**src/rtl/or_trig_gen.sv**
```systemverilog
// ----------------------------------------------------------------------------
// or_trig_gen
//
// Purpose:
//   OR-trigger generator. Masked discriminator hits pass through a three-stage
//   OR tree (register, OR in groups of three, OR all groups). The rising edge
//   of the resulting raw hit starts a fixed-width trigger pulse. A dead-time
//   hold-off follows each pulse. The hit pattern that caused the most recent
//   accepted trigger is latched. Latency from the hit sample to trig high is
//   fixed at three cycles.
//
// Parameters:
//   N_CH      number of input channels (1..64)
//   STRETCH   trig high width in cycles (1..255)
//   DEADTIME  re-arm hold-off in cycles after the stretch (0..255)
//
// Ports:
//   clk         in   sole clock, rising edge
//   rst_n       in   asynchronous active-low reset
//   in          in   [N_CH] discriminator hits, synchronous to clk
//   mask        in   [N_CH] per-channel enable (1 = participates)
//   enable      in   global arm; 0 blocks new triggers only
//   trig        out  stretched trigger pulse
//   trig_rise   out  one-cycle pulse on the first cycle of trig
//   busy        out  high while firing or in dead time
//   chan_latch  out  [N_CH] masked hit pattern of the last accepted trigger
//   trig_count  out  [32] accepted-trigger count (wraps)
//
// Configuration:
//   OR_TRIG_COUNT_EN  when defined, the 32-bit trig_count counter is built;
//                     otherwise trig_count is tied to zero.
// ----------------------------------------------------------------------------
module or_trig_gen #(
  parameter int N_CH     = 18,
  parameter int STRETCH  = 4,
  parameter int DEADTIME = 8
) (
  input  logic            clk,
  input  logic            rst_n,
  input  logic [N_CH-1:0] in,
  input  logic [N_CH-1:0] mask,
  input  logic            enable,
  output logic            trig,
  output logic            trig_rise,
  output logic            busy,
  output logic [N_CH-1:0] chan_latch,
  output logic [31:0]     trig_count
);

  localparam int         N_GRP        = (N_CH + 2) / 3;
  localparam logic [7:0] LP_FIRE_LOAD = 8'(STRETCH - 1);
  localparam logic [7:0] LP_DEAD_LOAD = (DEADTIME > 0) ? 8'(DEADTIME - 1) : 8'd0;

  typedef enum logic [1:0] {
    ST_IDLE = 2'd0,
    ST_FIRE = 2'd1,
    ST_DEAD = 2'd2
  } state_t;

  // --------------------------------------------------------------------------
  // OR pipeline
  // --------------------------------------------------------------------------
  logic [N_CH-1:0]    r_s1;
  logic [N_GRP-1:0]   r_s2;
  logic               r_raw;
  logic               r_raw_d;
  logic [N_CH-1:0]    r_pat_d1;
  logic [N_CH-1:0]    r_pat_d2;
  logic [3*N_GRP-1:0] w_pad;
  logic [N_GRP-1:0]   w_grp;
  logic               w_rise;

  // Stage-1 pattern zero-padded to a whole number of three-channel groups.
  always_comb begin
    w_pad           = '0;
    w_pad[N_CH-1:0] = r_s1;
  end

  generate
    for (genvar gi = 0; gi < N_GRP; gi++) begin : g_grp
      assign w_grp[gi] = |w_pad[3*gi +: 3];
    end
  endgenerate

  // The pattern delay keeps the stage-1 hits aligned with r_raw. The pattern
  // that is latched on acceptance is then the pattern that produced the rise.
  always_ff @(posedge clk or negedge rst_n) begin
    if (!rst_n) begin
      r_s1     <= '0;
      r_s2     <= '0;
      r_raw    <= 1'b0;
      r_raw_d  <= 1'b0;
      r_pat_d1 <= '0;
      r_pat_d2 <= '0;
    end else begin
      r_s1     <= in & mask;
      r_s2     <= w_grp;
      r_raw    <= |r_s2;
      r_raw_d  <= r_raw;
      r_pat_d1 <= r_s1;
      r_pat_d2 <= r_pat_d1;
    end
  end

  // A held hit produces a single rise.
  assign w_rise = r_raw & ~r_raw_d;

  // --------------------------------------------------------------------------
  // Trigger FSM
  // --------------------------------------------------------------------------
  state_t      r_state;
  state_t      w_state_next;
  logic [7:0]  r_cnt;
  logic [7:0]  w_cnt_next;
  logic        w_accept;
  logic [N_CH-1:0] r_chan_latch;

  always_ff @(posedge clk or negedge rst_n) begin
    if (!rst_n) begin
      r_state      <= ST_IDLE;
      r_cnt        <= 8'd0;
      r_chan_latch <= '0;
    end else begin
      r_state <= w_state_next;
      r_cnt   <= w_cnt_next;
      if (w_accept) begin
        r_chan_latch <= r_pat_d2;
      end
    end
  end

  // A rise is honoured only in IDLE. FIRE and DEAD run to completion whatever
  // the state of enable. A rise seen while the last DEAD cycle is leaving is
  // therefore dropped.
  always_comb begin
    w_state_next = r_state;
    w_cnt_next   = r_cnt;
    w_accept     = 1'b0;
    case (r_state)
      ST_IDLE: begin
        if (w_rise && enable) begin
          w_accept     = 1'b1;
          w_state_next = ST_FIRE;
          w_cnt_next   = LP_FIRE_LOAD;
        end
      end
      ST_FIRE: begin
        if (r_cnt == 8'd0) begin
          if (DEADTIME == 0) begin
            w_state_next = ST_IDLE;
          end else begin
            w_state_next = ST_DEAD;
            w_cnt_next   = LP_DEAD_LOAD;
          end
        end else begin
          w_cnt_next = r_cnt - 8'd1;
        end
      end
      ST_DEAD: begin
        if (r_cnt == 8'd0) begin
          w_state_next = ST_IDLE;
        end else begin
          w_cnt_next = r_cnt - 8'd1;
        end
      end
      default: begin
        w_state_next = ST_IDLE;
        w_cnt_next   = 8'd0;
      end
    endcase
  end

  assign trig       = (r_state == ST_FIRE);
  // The counter holds its load value only on the first FIRE cycle.
  assign trig_rise  = (r_state == ST_FIRE) && (r_cnt == LP_FIRE_LOAD);
  assign busy       = (r_state != ST_IDLE);
  assign chan_latch = r_chan_latch;

  // --------------------------------------------------------------------------
  // Accepted-trigger counter
  // --------------------------------------------------------------------------
`ifdef OR_TRIG_COUNT_EN
  logic [31:0] r_trig_count;

  always_ff @(posedge clk or negedge rst_n) begin
    if (!rst_n) begin
      r_trig_count <= 32'd0;
    end else if (w_accept) begin
      r_trig_count <= r_trig_count + 32'd1;
    end
  end

  assign trig_count = r_trig_count;
`else
  assign trig_count = 32'd0;
`endif

endmodule

```
**config.mk**
```make
export PLATFORM = sky130hd
export DESIGN_NAME = or_trig_gen
export DESIGN_NICKNAME = d
export VERILOG_FILES = /design/src/rtl/or_trig_gen.sv
export SDC_FILE = /design/constraint.sdc
export NUM_CORES = 1
export LEC_CHECK = 0
export ABC_AREA = 1
export CAP_MARGIN = 15
export CORE_MARGIN = 2
export CORE_UTILIZATION = 51
export CTS_CLUSTER_DIAMETER = 120
export DETAILED_ROUTE_END_ITERATION = 10
export PLACE_DENSITY = 0.94
export SETUP_SLACK_MARGIN = 0.02
export SYNTH_ARGS = -nofsm -noshare
export SYNTH_HDL_FRONTEND = slang
export SYNTH_SLANG_ARGS = --single-unit
```
**constraint.sdc**
```tcl
create_clock -name clk -period 3.3 [get_ports clk]
set_input_delay 0.33 -clock clk [delete_from_list [all_inputs] [get_ports clk]]
set_output_delay 0.33 -clock clk [all_outputs]
set_load 0.02 [all_outputs]
```
==> impl_metrics.tcl <==
set metrics [dict create \
    status "completed" \
    synth_largest_area_cell "dfrtp_1" \
    grt_max_degree 91 \
    cts.sinks 90 \
    cp.required_ns 2.97 \
    final_common_cell "dfrtp_1" \
    postLayoutCellArea_um2 4180 \
    wl_met1_um 2160 \
    hold_class "flip-flop to flip-flop" \
    seq_area_frac_synth_pct 66.7 \
    core_um2 6390 \
    stdcell_count 433 \
    antenna_found_initial 0 \
    grt_pass1_wl_um 8870 \
    cts_buffer_depth 2 \
    synth_edf_count 0 \
    cp-start-kind "flip-flop" \
    synth_warnings 0 \
    cp_slowest_cell "clkdlybuf4s50_1" \
    fp.dieW_um 85.4 \
    final.setup_skew_ns 0.00601 \
    setup_violations 0 \
    clk_pin_slew_ns 0.08 \
    gp_congestion 0.935 \
    fmax_mhz 439 \
    layout-drive-gt1-share_pct 11.8 \
    highest_layer "met4" \
    syn_avg_cell_area_um2 12.0 \
    dr.pass1.iters 4 \
    cts_tree "yes" \
    tns_ns 0 \
    hpwl_um 3960 \
    cp_top_family "buffers and inverters" \
    cts_max_level 3 \
    dpl_cell_area_um2 3930 \
    start_util_pct 52.9 \
    ir_drop_uv 264 \
    final_cell_mix "dfrtp_1, clkdlybuf4s50_1, nand2_1, inv_1, conb_1" \
    wl_per_cell_um 12.8 \
    cp-end-kind "primary output" \
    cts_buffers 9 \
    grt_pass1_vias 1949 \
    final_hold_viol_count 0 \
    wl_met2_um 2980 \
    nets 393 \
    drv_slew 0 \
    netlist_top_cells_area "dfrtp_1, buf_4, nand2_1" \
    area_growth_pct 23.6 \
    drc 0 \
    worstSetupPathType "flip-flop to primary output" \
    final_antenna_net_count 0 \
    async_reset_ff_share_pct 100 \
    finalCritPeriodShare_pct 69.1 \
    diodes 0 \
    grt.total_usage_pct 15.9 \
    p_leak_nw 2.22 \
    fillers 467 \
    clock_latency_ns 0.34 \
    finalPower_w 0.00203 \
    cp_max_fo 6 \
    buffer_ports.inserted 59 \
    die_area_um2 7290 \
    synthFlopType "dfrtp_1" \
    syn_area_um2 3380 \
    die_h_um 85.4 \
    routed_wl_um 5540 \
    dp.cells 416 \
    cap_violations 0 \
    vias 2008 \
    synth_cell_types 24 \
    worst-path-buf-inv 2 \
    syn_inst 282 \
    routed-wl-met3_um 296 \
    cts_root_buffer "clkbuf_8" \
    post_cts_buffers 0 \
    rsz0062_at_grt "no" \
    initialDrtViolationCount 178 \
    grt_overflow 0 \
    period_needed_ns 2.28 \
    slowest_delay_ns 0.60 \
    crit_arrival_ns 1.95 \
    worst_path_most_repeated_cell "nor2_1" \
    crit_path_cell_trace "inv_1, nor2_1, nand3_1, nor2_1, clkdlybuf4s50_1" \
    io-pin-count 92 \
    synthDominantCellAreaShare_pct 66.7 \
    viasPerCell 4.64 \
    ys_seq_elements 90 \
    rows 29 \
    power_density_nw_per_um2 486 \
]
==> metal layers <==
layer	global-route usage [%]	vias up
met5	0	-
met4	7.36	0
met2	27.8	87
li1	-	950
met1	18.4	961
met3	3.70	10
==> registers in the layout (all words and copies together) (netlist names) <==
register    cells
chan_latch     18
r_cnt           8
r_pat_d1       18
r_pat_d2       18
r_raw           1
r_raw_d         1
r_s1           18
r_s2            6
r_state         2
==> logic make-up (layout without fill, tap and decap cells) <==
logic type	Yosys count	count (layout)	share of synthesized area (%)
flip-flops	90	90	66.7
AND/OR/NAND/NOR	89	89	11.7
buffers and inverters	70	113	11.6
multiplexers	18	18	7.00
AO/OA/AOI/OAI	11	11	1.96
adder cells (fa/ha/maj)	2	2	0.741
other	1	32	0.111
XOR/XNOR	1	1	0.259
==> report_power, final <==
| group | switching (W) | leakage (nW) | internal, W |
|---|---|---|---|
| logic | 0.0000668 | 0.971 | 0.0000502 |
| clock network | 0.000346 | 0.105 | 0.000411 |
| registers | 0.0000145 | 1.14 | 0.00114 |
==> cell usage after synthesis (2+ instances only) <==
cell type / instances
buf_4: 32
dfrtp_1: 90
inv_1: 36
nand2_1: 50
o21ai_0: 6
nand4_1: 2
nand2_2: 2
or3_1: 6
mux2_2: 9
mux2_4: 9
o2111ai_1: 2
nand3_1: 10
ha_1: 2
nor2_1: 15
a21oi_1: 2
==> metrics by stage <==
step	util (%)	setup WS, ns	hold slack, ns
after detailed placement	61.5	1.38	0.335
after floorplan	-	1.63	0.0344
final	65.4	1.02	0.348
after global placement	61.5	1.43	0.334
after CTS	64.8	1.01	0.207
after global routing	65.4	0.848	0.361
==> path summary, 6_finish.rpt <==
check                      slack, ns             to  cells after the start   startpoint
setup / recovery                1.02      trig_rise                      5   r_state[0]
hold / removal                  0.35    r_pat_d2[3]                      0  r_pat_d1[3]
setup reg to reg                1.51       r_cnt[6]                      9     r_cnt[0]
hold reg to reg                 0.35    r_pat_d2[3]                      0  r_pat_d1[3]
max in group asynchronous       2.23  chan_latch[2]                      3        rst_n
min in group asynchronous       0.47       r_s1[11]                      2        rst_n
==> final cells by class <==
class	count	area [µm²]	share of cell area [%]
Clock buffer	12	165	3.95
Clock inverter	3	46.3	1.11
Inverter	37	139	3.33
Multi-Input combinational cell	153	852	20.4
Sequential cell	90	2250	53.9
Tap cell	77	96.3	2.31
Timing Repair Buffer	61	626	15.0
==> repair_timing <==
action / 4_1_cts / 5_1_grt
gates resized for setup: 0 / 0
hold buffers: 0 / 1
hold endpoints to repair: 0 / 24
==> worst reg2reg max path: stages, from the launching register on <==
cell and delay [ns]:
dfrtp_1 0.42, inv_1 0.14, ha_1 0.26, inv_1 0.07, nor2_1 0.21, nand2_1 0.19
nand2_1 0.17, nand3_1 0.11, nand2_1 0.09, nor2_1 0.04
(Power assumes the default switching activity.)
